**src/rtl/alu_pkg.sv**
```systemverilog
// Shared ALU select codes, RV32I opcodes and the decoded-instruction bundle
// passed from the decode stage to execute.
package alu_pkg;

  localparam int unsigned XLEN     = 32;
  localparam int unsigned ALUSEL_W = 4;

  typedef enum logic [ALUSEL_W-1:0] {
    ALU_ADD   = 4'b0000,
    ALU_SUB   = 4'b0001,
    ALU_AND   = 4'b0010,
    ALU_OR    = 4'b0011,
    ALU_XOR   = 4'b0100,
    ALU_SRL   = 4'b0101,
    ALU_SRA   = 4'b0110,
    ALU_SLL   = 4'b0111,
    ALU_SLT   = 4'b1000,
    ALU_SLTU  = 4'b1001,
    ALU_PASSB = 4'b1110,
    ALU_PASSA = 4'b1111
  } alusel_e;

  typedef enum logic [6:0] {
    OP_R      = 7'b0110011,
    OP_IMM    = 7'b0010011,
    OP_LUI    = 7'b0110111,
    OP_AUIPC  = 7'b0010111,
    OP_LOAD   = 7'b0000011,
    OP_STORE  = 7'b0100011,
    OP_BRANCH = 7'b1100011,
    OP_JAL    = 7'b1101111,
    OP_JALR   = 7'b1100111
  } opcode_e;

  localparam logic [6:0] F7_BASE = 7'b0000000;
  localparam logic [6:0] F7_ALT  = 7'b0100000;

  typedef struct packed {
    alusel_e         alusel;
    logic            asel;
    logic            bsel;
    logic [XLEN-1:0] imm;
    logic [4:0]      rd;
    logic [4:0]      rs1;
    logic [4:0]      rs2;
    logic [2:0]      funct3;
    logic            rd_we;
    logic            illegal;
  } decode_t;

  // Register-register / register-immediate funct3 map with the base funct7.
  function automatic alusel_e base_alu(input logic [2:0] f3);
    base_alu = ALU_ADD;
    case (f3)
      3'b000: base_alu = ALU_ADD;
      3'b001: base_alu = ALU_SLL;
      3'b010: base_alu = ALU_SLT;
      3'b011: base_alu = ALU_SLTU;
      3'b100: base_alu = ALU_XOR;
      3'b101: base_alu = ALU_SRL;
      3'b110: base_alu = ALU_OR;
      3'b111: base_alu = ALU_AND;
      default: base_alu = ALU_ADD;
    endcase
  endfunction

  function automatic decode_t reset_decode();
    decode_t d;
    d        = '0;
    d.alusel = ALU_PASSA;
    return d;
  endfunction

endpackage

```
**src/rtl/alu_ctrl_comb.sv**
```systemverilog
// Combinational RV32I decoder: raw instruction word to ALU/operand controls,
// immediate and register indices.
module alu_ctrl_comb
  import alu_pkg::*;
(
  input  logic [XLEN-1:0] instr,
  output decode_t         dec
);

  logic [6:0]      funct7;
  logic [2:0]      f3;
  logic [XLEN-1:0] imm_i;
  logic [XLEN-1:0] imm_s;
  logic [XLEN-1:0] imm_b;
  logic [XLEN-1:0] imm_u;
  logic [XLEN-1:0] imm_j;
  logic            ill;

  assign funct7 = instr[31:25];
  assign f3     = instr[14:12];

  // Format immediates; instr[31] is always the sign bit.
  assign imm_i = {{20{instr[31]}}, instr[31:20]};
  assign imm_s = {{20{instr[31]}}, instr[31:25], instr[11:7]};
  assign imm_b = {{20{instr[31]}}, instr[7], instr[30:25], instr[11:8], 1'b0};
  assign imm_u = {instr[31:12], 12'b0};
  assign imm_j = {{12{instr[31]}}, instr[19:12], instr[20], instr[30:21], 1'b0};

  always_comb begin
    dec        = '0;
    ill        = 1'b0;
    dec.alusel = ALU_ADD;
    dec.rd     = instr[11:7];
    dec.rs1    = instr[19:15];
    dec.rs2    = instr[24:20];
    dec.funct3 = f3;

    case (instr[6:0])
      OP_R: begin
        dec.rd_we = 1'b1;
        if (funct7 == F7_BASE) begin
          dec.alusel = base_alu(f3);
        end else if (funct7 == F7_ALT && f3 == 3'b000) begin
          dec.alusel = ALU_SUB;
        end else if (funct7 == F7_ALT && f3 == 3'b101) begin
          dec.alusel = ALU_SRA;
        end else begin
          ill = 1'b1;
        end
      end
      OP_IMM: begin
        dec.bsel  = 1'b1;
        dec.imm   = imm_i;
        dec.rd_we = 1'b1;
        // Shift-immediates reuse imm[11:5] as a funct7 qualifier.
        case (f3)
          3'b001: begin
            dec.alusel = ALU_SLL;
            ill        = (funct7 != F7_BASE);
          end
          3'b101: begin
            if (funct7 == F7_BASE) begin
              dec.alusel = ALU_SRL;
            end else if (funct7 == F7_ALT) begin
              dec.alusel = ALU_SRA;
            end else begin
              ill = 1'b1;
            end
          end
          default: dec.alusel = base_alu(f3);
        endcase
      end
      OP_LUI: begin
        dec.alusel = ALU_PASSB;
        dec.bsel   = 1'b1;
        dec.imm    = imm_u;
        dec.rd_we  = 1'b1;
      end
      OP_AUIPC: begin
        dec.asel  = 1'b1;
        dec.bsel  = 1'b1;
        dec.imm   = imm_u;
        dec.rd_we = 1'b1;
      end
      OP_LOAD: begin
        dec.bsel  = 1'b1;
        dec.imm   = imm_i;
        dec.rd_we = 1'b1;
        ill       = !(f3 inside {3'b000, 3'b001, 3'b010, 3'b100, 3'b101});
      end
      OP_STORE: begin
        dec.bsel = 1'b1;
        dec.imm  = imm_s;
        ill      = !(f3 inside {3'b000, 3'b001, 3'b010});
      end
      OP_BRANCH: begin
        dec.asel = 1'b1;
        dec.bsel = 1'b1;
        dec.imm  = imm_b;
        ill      = (f3 inside {3'b010, 3'b011});
      end
      OP_JAL: begin
        dec.asel  = 1'b1;
        dec.bsel  = 1'b1;
        dec.imm   = imm_j;
        dec.rd_we = 1'b1;
      end
      OP_JALR: begin
        dec.bsel  = 1'b1;
        dec.imm   = imm_i;
        dec.rd_we = 1'b1;
        ill       = (f3 != 3'b000);
      end
      default: ill = 1'b1;
    endcase

    // Illegal encodings still flow down the pipe, but as a harmless no-write op.
    if (ill) begin
      dec.alusel  = ALU_PASSA;
      dec.asel    = 1'b0;
      dec.bsel    = 1'b0;
      dec.imm     = '0;
      dec.rd_we   = 1'b0;
      dec.illegal = 1'b1;
    end
  end

endmodule

```
**src/rtl/alu_ctrl_decode.sv**
```systemverilog
// Registered RV32I decode stage: one-entry valid/ready pipeline register with
// flush in front of the combinational decoder.
module alu_ctrl_decode
  import alu_pkg::*;
(
  input  logic                clk,
  input  logic                rst,
  input  logic                flush,
  input  logic                in_valid,
  output logic                in_ready,
  input  logic [XLEN-1:0]     in_instr,
  output logic                out_valid,
  input  logic                out_ready,
  output logic [ALUSEL_W-1:0] alusel,
  output logic                asel,
  output logic                bsel,
  output logic [XLEN-1:0]     imm,
  output logic [4:0]          rd,
  output logic [4:0]          rs1,
  output logic [4:0]          rs2,
  output logic [2:0]          funct3,
  output logic                rd_we,
  output logic                illegal
);

  decode_t dec_c;
  decode_t dec_d;
  decode_t dec_q;
  logic    valid_d;
  logic    valid_q;
  logic    accept;

  alu_ctrl_comb u_comb (
    .instr (in_instr),
    .dec   (dec_c)
  );

  assign in_ready = !valid_q || out_ready;
  assign accept   = in_valid && in_ready;

  // Flush beats accept; data fields only change on an accepted instruction.
  always_comb begin
    valid_d = valid_q;
    dec_d   = dec_q;
    if (flush) begin
      valid_d = 1'b0;
    end else if (accept) begin
      valid_d = 1'b1;
      dec_d   = dec_c;
    end else if (out_ready) begin
      valid_d = 1'b0;
    end
  end

  always_ff @(posedge clk) begin
    if (rst) begin
      valid_q <= 1'b0;
      dec_q   <= reset_decode();
    end else begin
      valid_q <= valid_d;
      dec_q   <= dec_d;
    end
  end

  assign out_valid = valid_q;
  assign alusel    = dec_q.alusel;
  assign asel      = dec_q.asel;
  assign bsel      = dec_q.bsel;
  assign imm       = dec_q.imm;
  assign rd        = dec_q.rd;
  assign rs1       = dec_q.rs1;
  assign rs2       = dec_q.rs2;
  assign funct3    = dec_q.funct3;
  assign rd_we     = dec_q.rd_we;
  assign illegal   = dec_q.illegal;

endmodule
```
**config.mk**
```make
export PLATFORM = sky130hd
export DESIGN_NAME = alu_ctrl_decode
export DESIGN_NICKNAME = d
export VERILOG_FILES = /design/src/rtl/alu_pkg.sv /design/src/rtl/alu_ctrl_comb.sv /design/src/rtl/alu_ctrl_decode.sv
export SDC_FILE = /design/constraint.sdc
export NUM_CORES = 1
export LEC_CHECK = 0
export BUFFER_PORTS_ARGS = -buffer_cell sky130_fd_sc_hd__buf_2
export CAP_MARGIN = 20
export CORE_MARGIN = 4
export CORE_UTILIZATION = 50
export CTS_BUF_LIST = sky130_fd_sc_hd__clkbuf_8 sky130_fd_sc_hd__clkbuf_16
export CTS_CLUSTER_SIZE = 40
export DETAILED_ROUTE_END_ITERATION = 7
export PLACE_DENSITY_LB_ADDON = 0.1
export SYNTH_ARGS = -nofsm -noshare
export SYNTH_HDL_FRONTEND = slang
export SYNTH_SLANG_ARGS = --single-unit
```
**constraint.sdc**
```tcl
create_clock -name clk -period 2.6 [get_ports clk]
set_input_delay 0.13 -clock clk [delete_from_list [all_inputs] [get_ports clk]]
set_output_delay 0.13 -clock clk [all_outputs]
set_load 0.02 [all_outputs]
```
==> qor.yml <==
cts:
  cts_setup_buffers: 0
  clock_latency_ns: 0.32
  cts_resized: 0
  cts-root-buf: "clkbuf_8"
  clk_transition_reported_paths_ns: 0.06
  clock_sinks: 59
  htreeDepth: 3
  numCtsBuffers: 9
  hold_buffers: 1
  clockBufferDepth: 2
  cts_tree: "done"
placed_design:
  dp_hpwl_um: 5750
  io_buffers: 96
  globalplace.congestion: 0.906
yosys:
  synth_top_area_share_pct: 41.9
  syn_area_per_cell_um2: 7.99
  synth_ff_type: "dfxtp_1"
  synth_common_cells: "nand2_1, dfxtp_1, a21oi_1"
  yosysMostFrequentCell: "nand2_1"
  ys_seq_elements: 59
  yosys_warnings: 0
  synth-seq-area-share_pct: 41.9
  yosysUniqueCellTypes: 44
  synth-edff-count: 0
  synth_area_um2: 2820
  synth_top_area_cell: "dfxtp_1"
  synthArstFlopShare_pct: 0
  post_synth_main_area_contributors: "dfxtp_1, nand2_1, a21oi_1, o21ai_2, o21ai_0"
  synth_nets: 394
  syn_inst: 353
timing:
  worst_slew_pin_slew_ns: 0.649
  slew_headroom_pct: 56.4
  clock_skew_ns: 0.00678
  tns_ns: 0
  clock.fmax_mhz: 510
  drv_slew: 0
  rsz0062_at_grt: "no"
  setup_viol_count_final: 0
  fin_crit_ns: 1.96
  fin_crit_sh_pct: 75.5
  hold_violations: 0
critical_path:
  path_class: "primary input to flop"
  critPathMaxFanout: 17
  cp-start-kind: "primary input"
  required_ns: 2.86
  crit_arrival_ns: 2.23
  worst_setup_path_end_kind: "flop"
floorplanning:
  die_h_um: 83.1
  fp-row-count: 27
  boundaryPins: 97
  core_area_um2: 5470
  die_area_um2: 6910
  initial_core_util_pct: 51.5
  die_width_um: 83.1
pwr:
  ir_drop_mv: 0.322
  fin_total_pwr_w: 0.00197
  power.leakage_nw: 1.56
  cellPowerDensity_nw_per_um2: 552
routing:
  drtAntennaViolNets: 0
  vias_per_cell: 5.64
  drc_errors: 0
  routed_wl_um: 7900
  drtIter0Drc: 150
  first_pass_iters: 5
  via_count: 2967
  wire_per_inst_um: 15.0
hold_path:
  min-delay-path-class: "primary input to flop"
layout:
  fin_nets: 490
  insertedDiodeCount: 0
  area_growth_pct: 26.4
  drive_gt1_share_pct: 32.6
grt:
  grt_pass1_vias: 2792
  grt_pass1_wl_um: 13300
  grt_overflow_total: 0
  track_usage_pct: 23.0
  grt_max_degree: 36
  antenna_found_initial: 0
outcome:
  status: "complete, no violations"
run:
  cap_violations: 0
==> cells by family (layout without fill, tap and decap cells) <==
family / after synthesis / after routing / share of synthesized area [%]
simple gates: 131 / 131 / 21.6
compound gates: 126 / 126 / 29.3
flops: 59 / 59 / 41.9
buf+inv: 32 / 133 / 5.10
fa+ha+maj: 4 / 4 / 1.77
mux: 1 / 1 / 0.355
==> sequential cells by signal, indices dropped and copies added, names as in the netlist <==
name and cells:
bsel 1, out_valid 1, imm 32, illegal 1
funct3 3, rd 5, rs1 5, asel 1
rd_we 1, alusel 4, rs2 5
==> cells in the final DEF (no fill, tap or decap), types with 5 or more instances in the layout <==
master / netlist / layout
a32o_1: 7 / 7
buf_4: 0 / 11
o21ai_2: 20 / 20
dfxtp_1: 59 / 59
nor2_1: 17 / 16
inv_1: 9 / 11
o21ai_0: 17 / 17
buf_2: 1 / 96
a22oi_1: 5 / 5
nand2_1: 78 / 78
and2_1: 6 / 6
clkbuf_8: 0 / 9
a21oi_1: 49 / 49
nor3_1: 6 / 6
==> layout make-up <==
cell class / count / area, µm²
clock inverters: 7 / 61.3
repair buffers: 108 / 573
multi-input cells: 262 / 1500
fillers: 511 / 1910
clock buffers: 9 / 124
flip-flops and latches: 59 / 1180
well taps: 72 / 90.1
inverters: 9 / 33.8
==> routing by layer <==
| layer | vias up | global-route usage [%] | wire [µm] |
|---|---|---|---|
| li1 | 1449 | - | - |
| met1 | 1372 | 31.5 | 3560 |
| met2 | 132 | 35.1 | 3500 |
| met3 | 14 | 5.36 | 685 |
| met4 | 0 | 9.06 | 158 |
| met5 | - | 0 | 0 |
==> metrics by stage <==
stage          worst slack [ns]  cell area, µm²  utilization, %  cells  hold WS [ns]
2_1_floorplan             0.504            2820               -    353         0.209
3_3_place_gp              0.348            3370            61.6    509         0.334
3_5_place_dp              0.304            3370            61.6    509         0.337
4_1_cts                   0.647            3570            65.2    526        0.0436
5_1_grt                   0.550            3570            65.2    526        0.0497
6_report                  0.638            3570            65.2    526        0.0558
==> critical path: stages <==
cell and delay, ns:
buf_2 0.12, or4_4 0.54, nor3_2 0.21, a211oi_1 0.16, or4_1 0.51, buf_4 0.25
nor2_8 0.13, a32o_1 0.16
==> worst paths after layout <==
path	start	to	slack [ns]	depth (start not counted)
max	in_instr[26]	imm[31]	0.64	8
min	in_instr[8]	rd[1]	0.06	3
max reg2reg	out_valid	imm[31]	0.75	7
min reg2reg	rd[3]	rd[3]	0.45	2
==> report_power, final <==
| group | internal [W] | switching, W | total, W | leakage [nW] |
|---|---|---|---|---|
| Clock | 0.000432 | 0.000350 | 0.000782 | 0.105 |
| Combinational | 0.0000863 | 0.000167 | 0.000253 | 0.974 |
| Sequential | 0.000923 | 0.00000871 | 0.000931 | 0.478 |
Power figures use the tool's default switching activity.
